===== config.mk =====
export PLATFORM = sky130hd
export DESIGN_NAME = key_event_queue_flat
export DESIGN_NICKNAME = d
export VERILOG_FILES = /design/src/rtl/key_event_queue_if.sv /design/src/rtl/key_event_queue.sv /design/src/flat_wrapper.sv
export SDC_FILE = /design/constraint.sdc
export NUM_CORES = 1
export LEC_CHECK = 0
export BUFFER_PORTS_ARGS = -buffer_cell sky130_fd_sc_hd__buf_2
export CAP_MARGIN = 5
export CORE_MARGIN = 4
export CORE_UTILIZATION = 50
export CTS_CLUSTER_SIZE = 16
export DETAILED_ROUTE_END_ITERATION = 10
export PLACE_DENSITY = 0.78
export RECOVER_POWER = 25
export SLEW_MARGIN = 0
export SYNTH_ARGS = -nofsm -noshare
export SYNTH_HDL_FRONTEND = slang
export SYNTH_SLANG_ARGS = --single-unit

===== constraint.sdc =====
create_clock -name clk -period 2.3 [get_ports clk]
set_clock_uncertainty 0.15 [all_clocks]
set_input_delay 0.575 -clock clk [delete_from_list [all_inputs] [get_ports clk]]
set_output_delay 0.575 -clock clk [all_outputs]
set_load 0.02 [all_outputs]

===== src/rtl/key_event_queue_if.sv =====
// Handshake bundle between the keypad scanner/consumer side and key_event_queue.
interface key_event_queue_if #(
  parameter int DEPTH = 4
) ();
  localparam int CW = $clog2(DEPTH + 1);

  logic [3:0]    key_data;
  logic          key_ready;
  logic [1:0]    evt_code;
  logic          evt_repeat;
  logic          evt_valid;
  logic          evt_ready;
  logic [CW-1:0] fifo_count;
  logic          overflow;
  logic          bad_code;
  logic          clear_flags;

  modport master (
    output key_data, key_ready, evt_ready, clear_flags,
    input  evt_code, evt_repeat, evt_valid, fifo_count, overflow, bad_code
  );

  modport slave (
    input  key_data, key_ready, evt_ready, clear_flags,
    output evt_code, evt_repeat, evt_valid, fifo_count, overflow, bad_code
  );
endinterface


===== src/rtl/key_event_queue.sv =====
// Turns confirmed key presses into press/auto-repeat events and buffers them
// in a show-ahead FIFO drained through a valid/ready handshake.
module key_event_queue #(
  parameter  int DEPTH         = 4,
  parameter  int REPEAT_DELAY  = 16,
  parameter  int REPEAT_PERIOD = 8,
  localparam int CW            = $clog2(DEPTH + 1)
) (
  input logic             clk,
  input logic             rst,
  key_event_queue_if.slave bus
);
  localparam int PW   = $clog2(DEPTH);
  localparam int MAXC = (REPEAT_DELAY > REPEAT_PERIOD) ? REPEAT_DELAY : REPEAT_PERIOD;
  localparam int CNTW = $clog2(MAXC);
  localparam logic [CNTW-1:0] DLY_LAST = CNTW'(REPEAT_DELAY - 1);
  localparam logic [CNTW-1:0] PER_LAST = CNTW'(REPEAT_PERIOD - 1);

  typedef enum logic [1:0] {IDLE = 2'd0, DELAY = 2'd1, REPEAT = 2'd2} state_t;

  // Bit 2 flags a legal one-cold pattern, bits 1:0 carry the row index.
  function automatic logic [2:0] decode_row(input logic [3:0] d);
    logic [2:0] r;
    case (d)
      4'b0111: r = 3'b100;
      4'b1011: r = 3'b101;
      4'b1101: r = 3'b110;
      4'b1110: r = 3'b111;
      default: r = 3'b000;
    endcase
    return r;
  endfunction

  state_t          state_r, state_s;
  logic [CNTW-1:0] cnt_r, cnt_s;
  logic [1:0]      code_r, code_s;
  logic            kr_q_r;
  logic            press_s, push_s, push_rep_s, bad_set_s;
  logic [2:0]      dec_s;

  logic [2:0]      mem_r [DEPTH];
  logic [PW-1:0]   wr_ptr_r, rd_ptr_r;
  logic [CW-1:0]   count_r, count_s;
  logic            valid_r, full_s, pop_s, wr_en_s, ovf_set_s;
  logic            ovf_r, bad_r;

  assign press_s = bus.key_ready & ~kr_q_r;
  assign dec_s   = decode_row(bus.key_data);

  // Key-hold FSM: next state, counter, latched code and push requests.
  always_comb begin
    state_s    = state_r;
    cnt_s      = cnt_r;
    code_s     = code_r;
    push_s     = 1'b0;
    push_rep_s = 1'b0;
    bad_set_s  = 1'b0;
    case (state_r)
      IDLE: begin
        if (press_s) begin
          if (dec_s[2]) begin
            code_s  = dec_s[1:0];
            push_s  = 1'b1;
            cnt_s   = '0;
            state_s = DELAY;
          end else begin
            bad_set_s = 1'b1;
          end
        end else begin
          state_s = IDLE;
        end
      end
      DELAY: begin
        if (!bus.key_ready) begin
          state_s = IDLE;
        end else if (cnt_r == DLY_LAST) begin
          push_s     = 1'b1;
          push_rep_s = 1'b1;
          cnt_s      = '0;
          state_s    = REPEAT;
        end else begin
          cnt_s = cnt_r + CNTW'(1);
        end
      end
      REPEAT: begin
        if (!bus.key_ready) begin
          state_s = IDLE;
        end else if (cnt_r == PER_LAST) begin
          push_s     = 1'b1;
          push_rep_s = 1'b1;
          cnt_s      = '0;
        end else begin
          cnt_s = cnt_r + CNTW'(1);
        end
      end
      default: begin
        state_s = IDLE;
        cnt_s   = '0;
      end
    endcase
  end

  // FSM state, hold counter, latched code and key_ready edge register.
  always_ff @(posedge clk or posedge rst) begin
    if (rst) begin
      state_r <= IDLE;
      cnt_r   <= '0;
      code_r  <= 2'b00;
      kr_q_r  <= 1'b0;
    end else begin
      state_r <= state_s;
      cnt_r   <= cnt_s;
      code_r  <= code_s;
      kr_q_r  <= bus.key_ready;
    end
  end

  assign full_s    = (count_r == CW'(DEPTH));
  assign pop_s     = valid_r & bus.evt_ready;
  assign wr_en_s   = push_s & (~full_s | pop_s);
  assign ovf_set_s = push_s & full_s & ~pop_s;

  // Occupancy update; a simultaneous push and pop leaves the count unchanged.
  always_comb begin
    count_s = count_r;
    case ({wr_en_s, pop_s})
      2'b10:   count_s = count_r + CW'(1);
      2'b01:   count_s = count_r - CW'(1);
      default: count_s = count_r;
    endcase
  end

  // FIFO storage, pointers, occupancy and sticky flags.
  always_ff @(posedge clk or posedge rst) begin
    if (rst) begin
      for (int i = 0; i < DEPTH; i++) begin
        mem_r[i] <= 3'b000;
      end
      wr_ptr_r <= '0;
      rd_ptr_r <= '0;
      count_r  <= '0;
      valid_r  <= 1'b0;
      ovf_r    <= 1'b0;
      bad_r    <= 1'b0;
    end else begin
      if (wr_en_s) begin
        mem_r[wr_ptr_r] <= {code_s, push_rep_s};
        wr_ptr_r        <= wr_ptr_r + PW'(1);
      end else begin
        wr_ptr_r <= wr_ptr_r;
      end
      if (pop_s) begin
        rd_ptr_r <= rd_ptr_r + PW'(1);
      end else begin
        rd_ptr_r <= rd_ptr_r;
      end
      count_r <= count_s;
      valid_r <= (count_s != '0);
      // A set in the same cycle as clear_flags keeps the flag high.
      if (ovf_set_s) begin
        ovf_r <= 1'b1;
      end else if (bus.clear_flags) begin
        ovf_r <= 1'b0;
      end else begin
        ovf_r <= ovf_r;
      end
      if (bad_set_s) begin
        bad_r <= 1'b1;
      end else if (bus.clear_flags) begin
        bad_r <= 1'b0;
      end else begin
        bad_r <= bad_r;
      end
    end
  end

  assign bus.evt_valid  = valid_r;
  assign bus.evt_code   = valid_r ? mem_r[rd_ptr_r][2:1] : 2'b00;
  assign bus.evt_repeat = valid_r ? mem_r[rd_ptr_r][0]   : 1'b0;
  assign bus.fifo_count = count_r;
  assign bus.overflow   = ovf_r;
  assign bus.bad_code   = bad_r;
endmodule

===== src/flat_wrapper.sv =====
// flat-port wrapper written by rule: the top's interface ports become plain ports
module key_event_queue_flat 
#(
  parameter  int DEPTH         = 4,
  parameter  int REPEAT_DELAY  = 16,
  parameter  int REPEAT_PERIOD = 8,
  localparam int CW            = $clog2(DEPTH + 1)
)
  (clk, rst, bus_key_data, bus_key_ready, bus_evt_ready, bus_clear_flags, bus_evt_code, bus_evt_repeat, bus_evt_valid, bus_fifo_count, bus_overflow, bus_bad_code);
  key_event_queue_if #(.DEPTH(DEPTH)) bus_i ();
  input logic clk;
  input logic rst;
  input wire logic [$bits(bus_i.key_data)-1:0] bus_key_data;
  input wire logic [$bits(bus_i.key_ready)-1:0] bus_key_ready;
  input wire logic [$bits(bus_i.evt_ready)-1:0] bus_evt_ready;
  input wire logic [$bits(bus_i.clear_flags)-1:0] bus_clear_flags;
  output wire logic [$bits(bus_i.evt_code)-1:0] bus_evt_code;
  output wire logic [$bits(bus_i.evt_repeat)-1:0] bus_evt_repeat;
  output wire logic [$bits(bus_i.evt_valid)-1:0] bus_evt_valid;
  output wire logic [$bits(bus_i.fifo_count)-1:0] bus_fifo_count;
  output wire logic [$bits(bus_i.overflow)-1:0] bus_overflow;
  output wire logic [$bits(bus_i.bad_code)-1:0] bus_bad_code;
  assign bus_i.key_data = bus_key_data;
  assign bus_i.key_ready = bus_key_ready;
  assign bus_i.evt_ready = bus_evt_ready;
  assign bus_i.clear_flags = bus_clear_flags;
  assign bus_evt_code = bus_i.evt_code;
  assign bus_evt_repeat = bus_i.evt_repeat;
  assign bus_evt_valid = bus_i.evt_valid;
  assign bus_fifo_count = bus_i.fifo_count;
  assign bus_overflow = bus_i.overflow;
  assign bus_bad_code = bus_i.bad_code;
  key_event_queue #(.DEPTH(DEPTH), .REPEAT_DELAY(REPEAT_DELAY), .REPEAT_PERIOD(REPEAT_PERIOD)) u_core (.clk(clk), .rst(rst), .bus(bus_i));
endmodule

== After elaboration in Yosys (flattened, before gate mapping) ==
Index checks and enable logic that the tools add are counted.

* Flip-flop bits (word level): 31
* Input bits: 9
* Output and inout bits: 9

* Add/sub/neg operators: 5
* Magnitude comparators: 3
* Equality and inequality tests: 18
* Mux-type cells: 40
* Bitwise gates (word level): 11
* Reduce and logical (&&, ||, !) cells: 7

{| class="wikitable"
|+ Operators with widths
! kind !! count
|-
| 2-to-1 mux 4 bit || 6
|-
| 2-to-1 mux 2 bit || 9
|-
| == test 4 bit (second input constant) || 4
|-
| 2-to-1 mux 1 bit || 13
|-
| bitwise mux 12 bit || 1
|-
| case mux 3 bit (4 select lines) || 1
|-
| case mux 4 bit (3 select lines) || 1
|-
| 2-to-1 mux 3 bit || 3
|-
| == test 4 x 3 -> 1 bit (second input constant) || 2
|-
| binary-select mux 3 bit (select 2 bit) || 1
|-
| demux 3 bit (select 2 bit) || 1
|-
| >= comparator 3 bit (second input constant) || 2
|-
| != test 2 bit (second input constant) || 3
|-
| NOT 2 -> 3 bit || 2
|-
| case mux 2 bit (3 select lines) || 1
|-
| case mux 3 bit (2 select lines) || 1
|-
| bitwise AND 1 bit || 5
|-
| adder 2 x 1 -> 2 bit (second input constant) || 2
|-
| adder 4 x 1 -> 4 bit (second input constant) || 1
|-
| == test 2 x 1 -> 1 bit (second input constant) || 2
|-
| == test 2 bit (second input constant) || 2
|-
| != test 2 x 1 -> 1 bit (second input constant) || 2
|-
| AND reduction 4 bit || 1
|-
| nonzero test 2 bit || 2
|-
| other kinds (14) || 16
|}

== Longest topological paths before layout ==
Gate-level depths: netlist of the first run.

* Depth in word-level cells: 9
* Depth in mapped cells: 10

== Least setup slack after synthesis of the first run ==
No wires, ideal clock.

* Kind: input to register
* Start: in bus_key_ready
* End: reg u_core.valid_r (netlist: u_core.bus.evt_valid)
* Arrival time: 2276 ps
* Required time: 2019 ps
* Path slack: -257 ps
* Cell stages on the path: 9
* Buffers on the path: 1
* Cells stage by stage: buf_2 nand3_1 o311ai_0 a21o_2 inv_1 fa_1 a211oi_1 a22o_1 o22ai_1

* Longest elaborated chain between the ends: 7
* Elaborated cells on any way between the ends: 10
* Classes of those cells: 2 x eq/ne; 5 x mux; 2 x bitwise; 1 x reduce/logical

{| class="wikitable"
|+ Ends and longest elaborated chain
! item !! RTL line !! text
|-
| from (decl) || flat_wrapper.sv:14 || <nowiki>input wire logic [$bits(bus_i.key_ready)-1:0] bus_key_ready;</nowiki>
|-
| bitwise AND 1 bit || key_event_queue.sv:47 || <nowiki>assign press_s = bus.key_ready & ~kr_q_r;</nowiki>
|-
| 2-to-1 mux 1 bit || key_event_queue.sv:60 || <nowiki>if (press_s) begin</nowiki>
|-
| case mux 1 bit (3 select lines) * || key_event_queue.sv:58 || <nowiki>case (state_r)</nowiki>
|-
| bitwise AND 1 bit * || key_event_queue.sv:120 || <nowiki>assign wr_en_s = push_s & (~full_s | pop_s);</nowiki>
|-
| == test 2 x 1 -> 1 bit or == test 2 bit (tied branches) || key_event_queue.sv:126 || <nowiki>case ({wr_en_s, pop_s})</nowiki>
|-
| case mux 3 bit (2 select lines) * || key_event_queue.sv:126 ||
|-
| nonzero test 3 bit * || key_event_queue.sv:158 || <nowiki>valid_r <= (count_s != '0);</nowiki>
|-
| to (signal assigned) || key_event_queue.sv:158 ||
|-
| to (decl) || key_event_queue.sv:44 || <nowiki>logic valid_r, full_s, pop_s, wr_en_s, ovf_set_s;</nowiki>
|}

Every way passes the cells marked *; elsewhere a longest branch is shown, timed or not.
A chain may end at the register's enable or synchronous reset.

== Worst setup path after layout of the first run ==
* Start: reg u_core.state_r[0]
* End: reg u_core.valid_r (netlist: u_core.bus.evt_valid)

* Longest elaborated chain between the ends: 6
* Elaborated cells on any way between the ends: 9
* Classes of those cells: 4 x eq/ne; 2 x mux; 1 x bitwise; 2 x reduce/logical

{| class="wikitable"
|+ Ends and longest elaborated chain
! item !! RTL line !! text
|-
| from (decl) || key_event_queue.sv:34 || <nowiki>state_t state_r, state_s;</nowiki>
|-
| from (signal assigned) || key_event_queue.sv:111 || <nowiki>state_r <= state_s;</nowiki>
|-
| == test 2 bit (tied with other cells) || key_event_queue.sv:58 ||
|-
| case mux 1 bit (3 select lines) * || key_event_queue.sv:58 ||
|-
| bitwise AND 1 bit * || key_event_queue.sv:120 ||
|-
| == test 2 x 1 -> 1 bit or == test 2 bit (tied branches) || key_event_queue.sv:126 ||
|-
| case mux 3 bit (2 select lines) * || key_event_queue.sv:126 ||
|-
| nonzero test 3 bit * || key_event_queue.sv:158 ||
|}

Marks and branches as above.

==> results of run 1 <==
==> layout make-up <==
cell class | instances | share of cell area, %
well taps | 46 | 2.26
clock buffers | 6 | 3.25
repair buffers | 55 | 15.0
flip-flops and latches | 31 | 30.7
clock inverters | 2 | 1.38
inverters | 13 | 2.02
multi-input cells | 120 | 45.4
==> where the power goes <==
| part | switching, mW | internal [mW] | total, mW |
|---|---|---|---|
| sequential | 0.143 | 0.672 | 0.815 |
| combinational | 0.392 | 0.404 | 0.796 |
| clock | 0.213 | 0.350 | 0.564 |
==> cells in the final DEF (no fill, tap or decap), types with 5 or more instances in the layout <==
cell type | Yosys | final
buf_4 | 0 | 33
o21ai_0 | 5 | 5
inv_1 | 13 | 10
buf_2 | 2 | 16
dfrtp_1 | 31 | 28
clkbuf_8 | 0 | 6
mux2_2 | 12 | 7
nand2_1 | 12 | 12
mux2_4 | 0 | 5
a21oi_1 | 5 | 5
nor2_1 | 6 | 5
nand3_1 | 7 | 6
==> routing by layer <==
layer  GRT usage (%)  vias up  share of wire, %
met3            6.16       20               5.0
li1                -      735                 -
met4            14.8        0               4.1
met5               0        -                 0
met2            42.6       65                53
met1            24.2      789                38
==> synth_stat cells, types with 4 or more instances <==
cell and n:
ha_1 9, inv_1 13, nand2_1 12, nand3_1 7
and2_1 4, nand2_4 4, dfrtp_1 31, o21ai_0 5
a21oi_1 5, xnor2_1 4, mux2_2 12, nor2_1 6
==> final timing paths <==
path | from | endpoint | slack [ns] | depth (start not counted)
worst max-delay path | u_core.state_r[0] | u_core.bus.evt_valid | -0.11 | 9
worst min-delay path | bus_clear_flags | u_core.bus.overflow | 0.34 | 2
worst max register to register | u_core.state_r[0] | u_core.bus.evt_valid | -0.11 | 9
worst min register to register | u_core.mem_r[4] | u_core.mem_r[4] | 0.36 | 1
max in group asynchronous | rst | u_core.rd_ptr_r[0] | 1.09 | 3
min in group asynchronous | rst | u_core.bus.overflow | 0.35 | 3
==> state kept, by name, summed over array words and instances (netlist names) <==
| signal | cells |
|---|---|
| u_core.bus.evt_valid | 1 |
| u_core.cnt_r | 4 |
| u_core.rd_ptr_r | 2 |
| u_core.wr_ptr_r | 2 |
| u_core.code_r | 2 |
| u_core.bus.bad_code | 1 |
| u_core.bus.fifo_count | 3 |
| u_core.bus.overflow | 1 |
| u_core.state_r | 2 |
| u_core.kr_q_r | 1 |
| u_core.mem_r | 12 |
==> cell families after synthesis <==
| logic type | count (synthesis) | synth area share, % |
|---|---|---|
| flops | 31 | 41.8 |
| fa+ha+maj | 10 | 7.14 |
| compound gates | 36 | 14.8 |
| mux | 19 | 13.2 |
| buf+inv | 19 | 4.45 |
| simple gates | 50 | 15.8 |
| xor+xnor | 5 | 2.76 |
==> per-stage QoR <==
stage	cells	power [mW]
4_1_cts	270	2.14
3_5_place_dp	257	1.55
6_report	273	2.18
5_1_grt	273	2.30
2_1_floorplan	170	1.31
3_3_place_gp	257	1.50
==> repair_timing <==
item | in CTS | in global routing
buffers inserted | 5 | 3
setup endpoints to repair | 18 | 18
gates resized for setup | 23 | 12
pin swaps | 3 | 4
==> impl_metrics.prom, run 1 <==
# TYPE chip_impl_metric gauge
chip_impl_metric{name="worst_pin_slew",unit="ns"} 0.801
chip_impl_info{name="clock-root-buffer",value="clkbuf_8"} 1
chip_impl_metric{name="post-dp-hpwl",unit="mm"} 3.20
chip_impl_metric{name="core_area",unit="mm²"} 0.00347
chip_impl_info{name="cp-start-kind",value="flip-flop"} 1
chip_impl_info{name="synth_largest_area_cell",value="dfrtp_1"} 1
chip_impl_info{name="netlist_top_cells_area",value="dfrtp_1 42%, mux2_2 7.3%, ha_1 6.1%"} 1
chip_impl_metric{name="finish.instance_area",unit="mm²"} 0.00254
chip_impl_info{name="cts_tree",value="built"} 1
chip_impl_metric{name="core_rows",unit=""} 21
chip_impl_metric{name="clock-sinks",unit=""} 31
chip_impl_metric{name="fin_crit_sh",unit="%"} 105
chip_impl_metric{name="avgRoutedWirePerCell",unit="µm"} 17.4
chip_impl_metric{name="postSynthAreaPerCell",unit="µm²"} 10.9
chip_impl_metric{name="share_of_post_route_cells_with_drive_strength_above_1",unit="%"} 48.5
chip_impl_metric{name="async_reset_ff_share",unit="%"} 100
chip_impl_metric{name="critPathArrivalTime",unit="ns"} 2.42
chip_impl_metric{name="synth_edf_count",unit=""} 0
chip_impl_info{name="crit_type",value="reg2reg"} 1
chip_impl_metric{name="multiInputGateArea",unit="mm²"} 0.00115
chip_impl_metric{name="grt_pass1_vias",unit=""} 1711
chip_impl_metric{name="gr-total-overflow",unit=""} 0
chip_impl_metric{name="max-slew-margin-rel",unit="%"} 46.6
chip_impl_metric{name="max_cap_violations",unit=""} 0
chip_impl_metric{name="cts_inserted_buffers",unit=""} 5
chip_impl_metric{name="gp_congestion",unit=""} 0.943
chip_impl_metric{name="globalRouteTotalUtil",unit="%"} 23.7
chip_impl_metric{name="hold_viol_final",unit=""} 0
chip_impl_info{name="crit_family",value="compound AO/OA/AOI/OAI gates"} 1
chip_impl_metric{name="register_area",unit="µm²"} 779
chip_impl_metric{name="setup_viol",unit=""} 4
chip_impl_metric{name="post-route-worst-setup-slack",unit="ns"} -0.108
chip_impl_info{name="status",value="complete, but fails checks"} 1
chip_impl_metric{name="cts-hold-fix-buffers",unit=""} 0
chip_impl_metric{name="synth_area",unit="mm²"} 0.00186
chip_impl_metric{name="syn_nets",unit=""} 189
chip_impl_metric{name="period_minus_slack",unit="ns"} 2.41
chip_impl_metric{name="insertedDiodeCount",unit=""} 0
chip_impl_metric{name="p_leak",unit="nW"} 1.19
chip_impl_info{name="critPathSlowestCell",value="dfrtp_2"} 1
chip_impl_metric{name="clk_latency",unit="ns"} 0.29
chip_impl_metric{name="overall_die_area",unit="mm²"} 0.00475
chip_impl_metric{name="netlist_instances",unit=""} 170
chip_impl_metric{name="power.density_cell_area",unit="mW/mm²"} 856
chip_impl_metric{name="crit_path_max_incr_delay",unit="ns"} 0.47
chip_impl_metric{name="pin_count",unit=""} 18
chip_impl_metric{name="antenna_violating_nets_post_route",unit=""} 0
chip_impl_metric{name="grt_first_pass_wirelength",unit="mm"} 8.01
chip_impl_metric{name="h-tree-depth",unit=""} 2
chip_impl_metric{name="post-synth-top-area-fraction",unit="%"} 41.8
chip_impl_metric{name="layout.nets",unit=""} 245
chip_impl_metric{name="cts-root-to-sink-buffers",unit=""} 2
chip_impl_metric{name="layout_area_growth_over_synthesis",unit="%"} 36.9
chip_impl_metric{name="pre_cts_slack",unit="ns"} -0.128
chip_impl_metric{name="buffers_and_inverters_on_the_worst_path",unit=""} 2
chip_impl_metric{name="timing.fmax",unit="MHz"} 415
chip_impl_metric{name="placement.io_buffers",unit=""} 17
chip_impl_metric{name="dr_total_vias",unit=""} 1609
chip_impl_metric{name="placedInstanceArea",unit="mm²"} 0.00222
chip_impl_info{name="path_cells",value="buf_6 > ha_4 > o311ai_4 > a21o_2 > inv_2 > fa_2 > a211oi_2 > a22o_1 > o22ai_1"} 1
chip_impl_metric{name="required",unit="ns"} 2.31
chip_impl_metric{name="flip_flop_and_latch_count_after_synthesis",unit=""} 31
chip_impl_metric{name="totalNegativeSetupSlack",unit="ns"} -0.197
chip_impl_info{name="min_path_type",value="in2reg"} 1
chip_impl_metric{name="fin_util",unit="%"} 73.3
chip_impl_metric{name="vdd_ir_drop_max",unit="µV"} 647
chip_impl_metric{name="drc",unit=""} 0
chip_impl_metric{name="first_iter_violations",unit=""} 106
chip_impl_metric{name="width_of_the_chip",unit="µm"} 68.9
chip_impl_metric{name="fillerInstances",unit=""} 250
chip_impl_metric{name="seq_area_frac_synth",unit="%"} 41.8
chip_impl_metric{name="via_count_normalized_by_instance_count",unit=""} 5.89
chip_impl_info{name="violations_in_the_final_reports",value="setup timing"} 1
chip_impl_metric{name="firstDrtPassIters",unit=""} 4
chip_impl_info{name="synthFlopType",value="dfrtp_1"} 1
chip_impl_metric{name="cts.reportedPaths.clkPinSlew",unit="ns"} 0.08
chip_impl_metric{name="die_ht",unit="µm"} 68.9
chip_impl_metric{name="yosysUniqueCellTypes",unit=""} 49
chip_impl_metric{name="critPathMaxFanout",unit=""} 4
chip_impl_metric{name="antenna_violations_before_repair",unit=""} 0
chip_impl_info{name="cp-end-kind",value="flip-flop"} 1
chip_impl_info{name="unrepaired_setup_endpoints_after_global_routing",value="true"} 1
chip_impl_metric{name="finalMaxSlewViolations",unit=""} 0
chip_impl_metric{name="initial_standard_cell_utilization_of_the_core",unit="%"} 53.5
chip_impl_metric{name="hold_ws",unit="ns"} 0.338
chip_impl_metric{name="maximum_number_of_pins_on_one_net_before_global_route_repair",unit=""} 32
chip_impl_metric{name="wirelength",unit="mm"} 4.74
chip_impl_metric{name="synthesis.yosys.warnings",unit=""} 0
Note: power is estimated with default switching activity, not from simulation.
==> inputs of run 2 (changes only) <==
--- a/config.mk
+++ b/config.mk
@@ -5,13 +5,13 @@
 export SDC_FILE = /design/constraint.sdc
 export NUM_CORES = 1
 export LEC_CHECK = 0
-export BUFFER_PORTS_ARGS = -buffer_cell sky130_fd_sc_hd__buf_2
 export CAP_MARGIN = 5
 export CORE_MARGIN = 4
 export CORE_UTILIZATION = 50
 export CTS_CLUSTER_SIZE = 16
 export DETAILED_ROUTE_END_ITERATION = 10
-export PLACE_DENSITY = 0.78
+export DONT_BUFFER_PORTS = 1
+export PLACE_DENSITY = 0.71
 export RECOVER_POWER = 25
 export SLEW_MARGIN = 0
 export SYNTH_ARGS = -nofsm -noshare
==> constraint.sdc (replaced) <==
create_clock -name clk -period 2.9 [get_ports clk]
set_clock_uncertainty 0.15 [all_clocks]
set_input_delay 0.725 -clock clk [delete_from_list [all_inputs] [get_ports clk]]
set_output_delay 0.725 -clock clk [all_outputs]
set_load 0.02 [all_outputs]
==> impl_metrics.prom, run 2 (synthesis results as in run 1) <==
# TYPE chip_impl_metric gauge
chip_impl_metric{name="cts.reportedPaths.clkPinSlew",unit="ns"} 0.07
chip_impl_metric{name="wirelength",unit="mm"} 3.91
chip_impl_metric{name="share_comb_of_total_power",unit="%"} 29.1
chip_impl_metric{name="critPathArrivalTime",unit="ns"} 2.71
chip_impl_metric{name="cell_count_post_placement",unit=""} 213
chip_impl_metric{name="pre_cts_slack",unit="ns"} 0.0721
chip_impl_metric{name="width_of_the_chip",unit="µm"} 68.9
chip_impl_info{name="status",value="complete, but fails checks"} 1
chip_impl_metric{name="dr_total_vias",unit=""} 1335
chip_impl_info{name="crit_type",value="reg2reg"} 1
chip_impl_metric{name="fin_crit_sh",unit="%"} 93.2
chip_impl_metric{name="grt_first_pass_wirelength",unit="mm"} 6.60
chip_impl_metric{name="grt_pass1_vias",unit=""} 1422
chip_impl_metric{name="switching_pwr",unit="µW"} 541
chip_impl_info{name="top_register_by_number_of_flip_flops",value="u_core.mem_r"} 1
chip_impl_metric{name="fillerInstances",unit=""} 313
chip_impl_metric{name="overall_die_area",unit="mm²"} 0.00475
chip_impl_metric{name="critPathMaxFanout",unit=""} 5
chip_impl_metric{name="share_of_post_route_cells_with_drive_strength_above_1",unit="%"} 21.1
chip_impl_metric{name="multiInputGateArea",unit="mm²"} 0.00101
chip_impl_metric{name="via_count_normalized_by_instance_count",unit=""} 6.04
chip_impl_metric{name="maximum_number_of_pins_on_one_net_before_global_route_repair",unit=""} 32
chip_impl_metric{name="die_ht",unit="µm"} 68.9
chip_impl_metric{name="largest_reg_flops",unit=""} 12
chip_impl_metric{name="clock-sinks",unit=""} 31
chip_impl_metric{name="p_leak",unit="nW"} 0.925
chip_impl_metric{name="post-dp-hpwl",unit="mm"} 2.91
chip_impl_info{name="min_path_type",value="in2reg"} 1
chip_impl_metric{name="gp_congestion",unit=""} 0.875
chip_impl_metric{name="worst_pin_slew",unit="ns"} 1.64
chip_impl_info{name="layout.cells.most_common_list",value="31 x dfrtp_1, 13 x inv_1, 12 x nand2_1, 12 x mux2_2, 9 x ha_1"} 1
chip_impl_metric{name="cts-root-to-sink-buffers",unit=""} 2
chip_impl_metric{name="antenna_violations_before_repair",unit=""} 0
chip_impl_info{name="cts_tree",value="built"} 1
chip_impl_metric{name="timing.fmax",unit="MHz"} 370
chip_impl_metric{name="cts_inserted_buffers",unit=""} 5
chip_impl_info{name="cp-start-kind",value="flip-flop"} 1
chip_impl_info{name="violations_in_the_final_reports",value="capacitance limit, slew limit"} 1
chip_impl_metric{name="cts-hold-fix-buffers",unit=""} 0
chip_impl_metric{name="power.internal",unit="mW"} 1.03
chip_impl_metric{name="p_sw_share",unit="%"} 34.5
chip_impl_metric{name="power.density_cell_area",unit="mW/mm²"} 774
chip_impl_metric{name="cts_resized",unit=""} 0
chip_impl_info{name="cp-end-kind",value="flip-flop"} 1
chip_impl_metric{name="cts_setup_buffers",unit=""} 0
chip_impl_metric{name="antenna_violating_nets_post_route",unit=""} 0
chip_impl_metric{name="finalMaxSlewViolations",unit=""} 32
chip_impl_metric{name="firstDrtPassIters",unit=""} 4
chip_impl_metric{name="h-tree-depth",unit=""} 2
chip_impl_metric{name="r2r.worst_path.cells",unit=""} 10
chip_impl_metric{name="drc",unit=""} 0
chip_impl_metric{name="instances_no_fill",unit=""} 221
chip_impl_info{name="leading_cell_type_in_the_layout_fill_and_taps_excluded",value="dfrtp_1"} 1
chip_impl_metric{name="placement.io_buffers",unit=""} 0
chip_impl_metric{name="pin_count",unit=""} 18
chip_impl_metric{name="register_area",unit="µm²"} 776
chip_impl_metric{name="gr-total-overflow",unit=""} 0
chip_impl_metric{name="first_iter_violations",unit=""} 75
chip_impl_metric{name="share_seq_of_total_power",unit="%"} 42.5
chip_impl_metric{name="core_rows",unit=""} 21
chip_impl_metric{name="globalRouteTotalUtil",unit="%"} 19.3
chip_impl_metric{name="clockPowerShare",unit="%"} 28.4
chip_impl_metric{name="required",unit="ns"} 2.91
chip_impl_metric{name="max_cap_violations",unit=""} 1
chip_impl_metric{name="layout.nets",unit=""} 193
chip_impl_metric{name="worstHoldPathCells",unit=""} 0
chip_impl_info{name="clock-root-buffer",value="clkbuf_8"} 1
chip_impl_metric{name="setup_viol",unit=""} 0
chip_impl_metric{name="core_area",unit="mm²"} 0.00347
chip_impl_metric{name="period_minus_slack",unit="ns"} 2.70
chip_impl_metric{name="max-slew-margin-rel",unit="%"} -9.66
chip_impl_metric{name="avgRoutedWirePerCell",unit="µm"} 17.7
chip_impl_metric{name="clk_latency",unit="ns"} 0.28
chip_impl_metric{name="vdd_ir_drop_max",unit="µV"} 320
chip_impl_metric{name="hold_viol_final",unit=""} 0
chip_impl_metric{name="layout_area_growth_over_synthesis",unit="%"} 9.03
chip_impl_metric{name="insertedDiodeCount",unit=""} 0
chip_impl_metric{name="post-route-worst-setup-slack",unit="ns"} 0.197
chip_impl_metric{name="initial_standard_cell_utilization_of_the_core",unit="%"} 53.5
run 2: worst max-delay path, cell delays in order, from the launching register on:
cell and delay [ns]:
dfrtp_1 0.43, inv_1 0.10, ha_1 0.23, mux2i_1 0.14
o311ai_2 0.33, a21o_2 0.18, inv_1 0.05, fa_1 0.40
a211oi_1 0.26, a22o_1 0.21, o22ai_1 0.09
run 2: layout make-up:
class,count,area share (%)
multi-input cells,120,49.7
flip-flops and latches,31,38.3
clock buffers,6,4.08
well taps,46,2.84
inverters,13,2.41
clock inverters,2,1.73
repair buffers,3,0.927
run 2: path summary, 6_finish.rpt:
| path | startpoint | end | slack [ns] |
|---|---|---|---|
| max in group asynchronous | rst | u_core.mem_r[10] | 0.90 |
| worst min-delay path | bus_key_ready | u_core.kr_q_r | 0.31 |
| min in group asynchronous | rst | u_core.kr_q_r | 0.74 |
| worst min register to register | u_core.mem_r[8] | u_core.mem_r[8] | 0.35 |
| worst max register to register | u_core.state_r[1] | u_core.bus.evt_valid | 0.20 |
| worst max-delay path | u_core.state_r[1] | u_core.bus.evt_valid | 0.20 |
run 2: layer usage:
layer  part of all wire, %  global-route usage (%)
met1                    40                    20.6
met2                    54                    34.9
met3                   5.0                    5.83
met4                   1.6                    8.03
met5                     0                       0
run 2: through the flow:
stage / util, % / hold slack (ns) / power (mW) / area [µm²] / setup TNS [ns]
final: 58.4 / 0.314 / 1.57 / 2020 / 0
after detailed placement: 54.9 / 0.343 / 1.13 / 1900 / 0
after floorplan: - / 0.309 / 1.02 / 1860 / 0
after global placement: 54.9 / 0.327 / 1.10 / 1900 / 0
after global routing: 58.4 / 0.298 / 1.66 / 2020 / -0.00201
after CTS: 58.3 / 0.260 / 1.58 / 2020 / 0
run 2: power by group through the flow:
stage / sequential [mW] / combinational (mW) / clock [mW]
detailed placement: 0.676 / 0.452 / 0
CTS: 0.667 / 0.456 / 0.454
finish: 0.666 / 0.457 / 0.444
global placement: 0.670 / 0.428 / 0
global route: 0.682 / 0.505 / 0.479
floorplan: 0.645 / 0.378 / 0
==> inputs of run 3 (changes only) <==
--- a/config.mk
+++ b/config.mk
@@ -6,12 +6,14 @@
 export NUM_CORES = 1
 export LEC_CHECK = 0
 export CAP_MARGIN = 5
+export CELL_PAD_IN_SITES_DETAIL_PLACEMENT = 1
+export CELL_PAD_IN_SITES_GLOBAL_PLACEMENT = 2
 export CORE_MARGIN = 4
-export CORE_UTILIZATION = 50
+export CORE_UTILIZATION = 44
 export CTS_CLUSTER_SIZE = 16
 export DETAILED_ROUTE_END_ITERATION = 10
 export DONT_BUFFER_PORTS = 1
-export PLACE_DENSITY = 0.71
+export PLACE_DENSITY = 0.88
 export RECOVER_POWER = 25
 export SLEW_MARGIN = 0
 export SYNTH_ARGS = -nofsm -noshare
==> impl_metrics.prom, run 3 (synthesis results as in run 1) <==
# TYPE chip_impl_metric gauge
chip_impl_metric{name="grt_first_pass_wirelength",unit="mm"} 7.09
chip_impl_metric{name="r2r.worst_path.cells",unit=""} 10
chip_impl_metric{name="gr-total-overflow",unit=""} 0
chip_impl_metric{name="cts_resized",unit=""} 1
chip_impl_metric{name="cts.reportedPaths.clkPinSlew",unit="ns"} 0.07
chip_impl_info{name="clock-root-buffer",value="clkbuf_8"} 1
chip_impl_metric{name="hold_viol_final",unit=""} 0
chip_impl_metric{name="cts-hold-fix-buffers",unit=""} 0
chip_impl_metric{name="firstDrtPassIters",unit=""} 4
chip_impl_metric{name="max-slew-margin-rel",unit="%"} -13.4
chip_impl_metric{name="cts-root-to-sink-buffers",unit=""} 2
chip_impl_metric{name="critPathArrivalTime",unit="ns"} 2.67
chip_impl_metric{name="placement.io_buffers",unit=""} 0
chip_impl_metric{name="initial_standard_cell_utilization_of_the_core",unit="%"} 46.1
chip_impl_metric{name="antenna_violations_before_repair",unit=""} 0
chip_impl_metric{name="hold_ws",unit="ns"} 0.311
chip_impl_metric{name="required",unit="ns"} 2.90
chip_impl_info{name="cp-start-kind",value="flip-flop"} 1
chip_impl_metric{name="clk_latency",unit="ns"} 0.29
chip_impl_metric{name="drc",unit=""} 0
chip_impl_metric{name="layout.nets",unit=""} 194
chip_impl_metric{name="width_of_the_chip",unit="µm"} 73.0
chip_impl_metric{name="period_minus_slack",unit="ns"} 2.67
chip_impl_metric{name="totalNegativeSetupSlack",unit="ns"} 0
chip_impl_metric{name="cts_setup_buffers",unit=""} 0
chip_impl_info{name="unrepaired_setup_endpoints_after_global_routing",value="false"} 1
chip_impl_metric{name="worst_pin_slew",unit="ns"} 1.70
chip_impl_metric{name="fillerInstances",unit=""} 451
chip_impl_metric{name="die_ht",unit="µm"} 73.0
chip_impl_metric{name="power.density_cell_area",unit="mW/mm²"} 776
chip_impl_metric{name="timing.fmax",unit="MHz"} 375
chip_impl_metric{name="gp_congestion",unit=""} 0.736
chip_impl_metric{name="overall_die_area",unit="mm²"} 0.00532
chip_impl_metric{name="post-dp-hpwl",unit="mm"} 3.16
chip_impl_metric{name="dr_total_vias",unit=""} 1308
chip_impl_info{name="path_cells",value="inv_1 > ha_2 > mux2i_1 > o311ai_2 > a21o_2 > inv_1 > fa_1 > a211oi_2 > a22o_1 > o22ai_1"} 1
chip_impl_info{name="cpMostUsedCell",value="inv_1"} 1
chip_impl_metric{name="power",unit="mW"} 1.59
chip_impl_metric{name="max_cap_violations",unit=""} 1
chip_impl_metric{name="first_iter_violations",unit=""} 49
chip_impl_metric{name="grt_pass1_vias",unit=""} 1456
chip_impl_metric{name="wirelength",unit="mm"} 4.13
chip_impl_metric{name="maximum_number_of_pins_on_one_net_before_global_route_repair",unit=""} 32
chip_impl_info{name="violations_in_the_final_reports",value="capacitance limit, slew limit"} 1
chip_impl_metric{name="pin_count",unit=""} 18
chip_impl_metric{name="setup_viol",unit=""} 0
chip_impl_metric{name="insertedDiodeCount",unit=""} 0
chip_impl_info{name="crit_type",value="reg2reg"} 1
chip_impl_metric{name="worstHoldPathCells",unit=""} 0
chip_impl_info{name="status",value="complete, but fails checks"} 1
chip_impl_metric{name="core_area",unit="mm²"} 0.00403
chip_impl_metric{name="finalMaxSlewViolations",unit=""} 32
chip_impl_info{name="min_path_type",value="in2reg"} 1
chip_impl_metric{name="core_rows",unit=""} 23
chip_impl_metric{name="clock-sinks",unit=""} 31
chip_impl_info{name="critPathSlowestCell",value="dfrtp_1"} 1
chip_impl_info{name="layout.cells.most_common_list",value="31 x dfrtp_1, 13 x inv_1, 12 x nand2_1, 12 x mux2_2, 8 x ha_1"} 1
chip_impl_metric{name="p_leak",unit="nW"} 0.930
chip_impl_metric{name="fin_util",unit="%"} 50.7
chip_impl_metric{name="avgRoutedWirePerCell",unit="µm"} 18.3
chip_impl_metric{name="fin_crit_sh",unit="%"} 92.1
chip_impl_info{name="top_register_by_number_of_flip_flops",value="u_core.mem_r"} 1
chip_impl_metric{name="h-tree-depth",unit=""} 2
chip_impl_metric{name="largest_reg_flops",unit=""} 12
chip_impl_info{name="leading_cell_type_in_the_layout_fill_and_taps_excluded",value="dfrtp_1"} 1
chip_impl_metric{name="critPathMaxFanout",unit=""} 5
chip_impl_info{name="cts_tree",value="built"} 1
chip_impl_metric{name="cts_inserted_buffers",unit=""} 5
chip_impl_metric{name="via_count_normalized_by_instance_count",unit=""} 5.79
chip_impl_metric{name="vdd_ir_drop_max",unit="µV"} 275
chip_impl_info{name="cp-end-kind",value="flip-flop"} 1
chip_impl_metric{name="globalRouteTotalUtil",unit="%"} 17.8
chip_impl_metric{name="antenna_violating_nets_post_route",unit=""} 0
chip_impl_metric{name="layout_area_growth_over_synthesis",unit="%"} 10.1
chip_impl_metric{name="share_of_post_route_cells_with_drive_strength_above_1",unit="%"} 22.7
chip_impl_metric{name="crit_path_max_incr_delay",unit="ns"} 0.43
==> run 3: worst paths after layout <==
check	slack, ns	start	to
max reg2reg	0.23	u_core.state_r[1]	u_core.bus.evt_valid
min reg2reg	0.34	u_core.mem_r[4]	u_core.mem_r[4]
min in group asynchronous	0.77	rst	u_core.code_r[0]
min	0.31	bus_key_ready	u_core.kr_q_r
max	0.23	u_core.state_r[1]	u_core.bus.evt_valid
max in group asynchronous	0.84	rst	u_core.cnt_r[1]
==> run 3: where the power goes <==
part           leakage, nW  internal, mW  total, mW  switching [mW]
registers            0.395         0.530      0.666           0.135
logic                0.473         0.223      0.475           0.251
clock network       0.0612         0.278      0.445           0.168
==> run 3: metrics by stage <==
stage	instances	worst slack (ns)	area [µm²]
after floorplan	170	0.193	1860
after CTS	226	0.107	2030
after detailed placement	218	0.0107	1920
after global routing	226	0.0173	2040
after global placement	218	0.211	1920
final	226	0.230	2040
==> run 3: cell type report <==
class                   instances  area, µm²  share of cell area [%]
repair buffers                  4       26.3                    1.29
well taps                      50       62.6                    3.06
inverters                      13       48.8                    2.39
flip-flops and latches         31        776                    37.9
clock buffers                   6       82.6                    4.04
multi-input cells             120       1010                    49.6
clock inverters                 2       35.0                    1.71
==> run 3: per-layer routing <==
layer  vias up  track usage (%)  share of wire [%]
li1        633                -                  -
met1       651             20.5                 42
met2        20             30.7                 52
met3         4             5.51                4.6
met4         0             6.76                1.5
met5         -                0                  0
==> run 3: critical path, delay by kind of cell, from the launching register on <==
kind                     cells  cell delay (ns)
multiplexers                 1             0.14
adder cells (fa/ha/maj)      2             0.63
AO/OA/AOI/OAI                5             1.03
flip-flops                   1             0.43
buffers and inverters        2             0.16
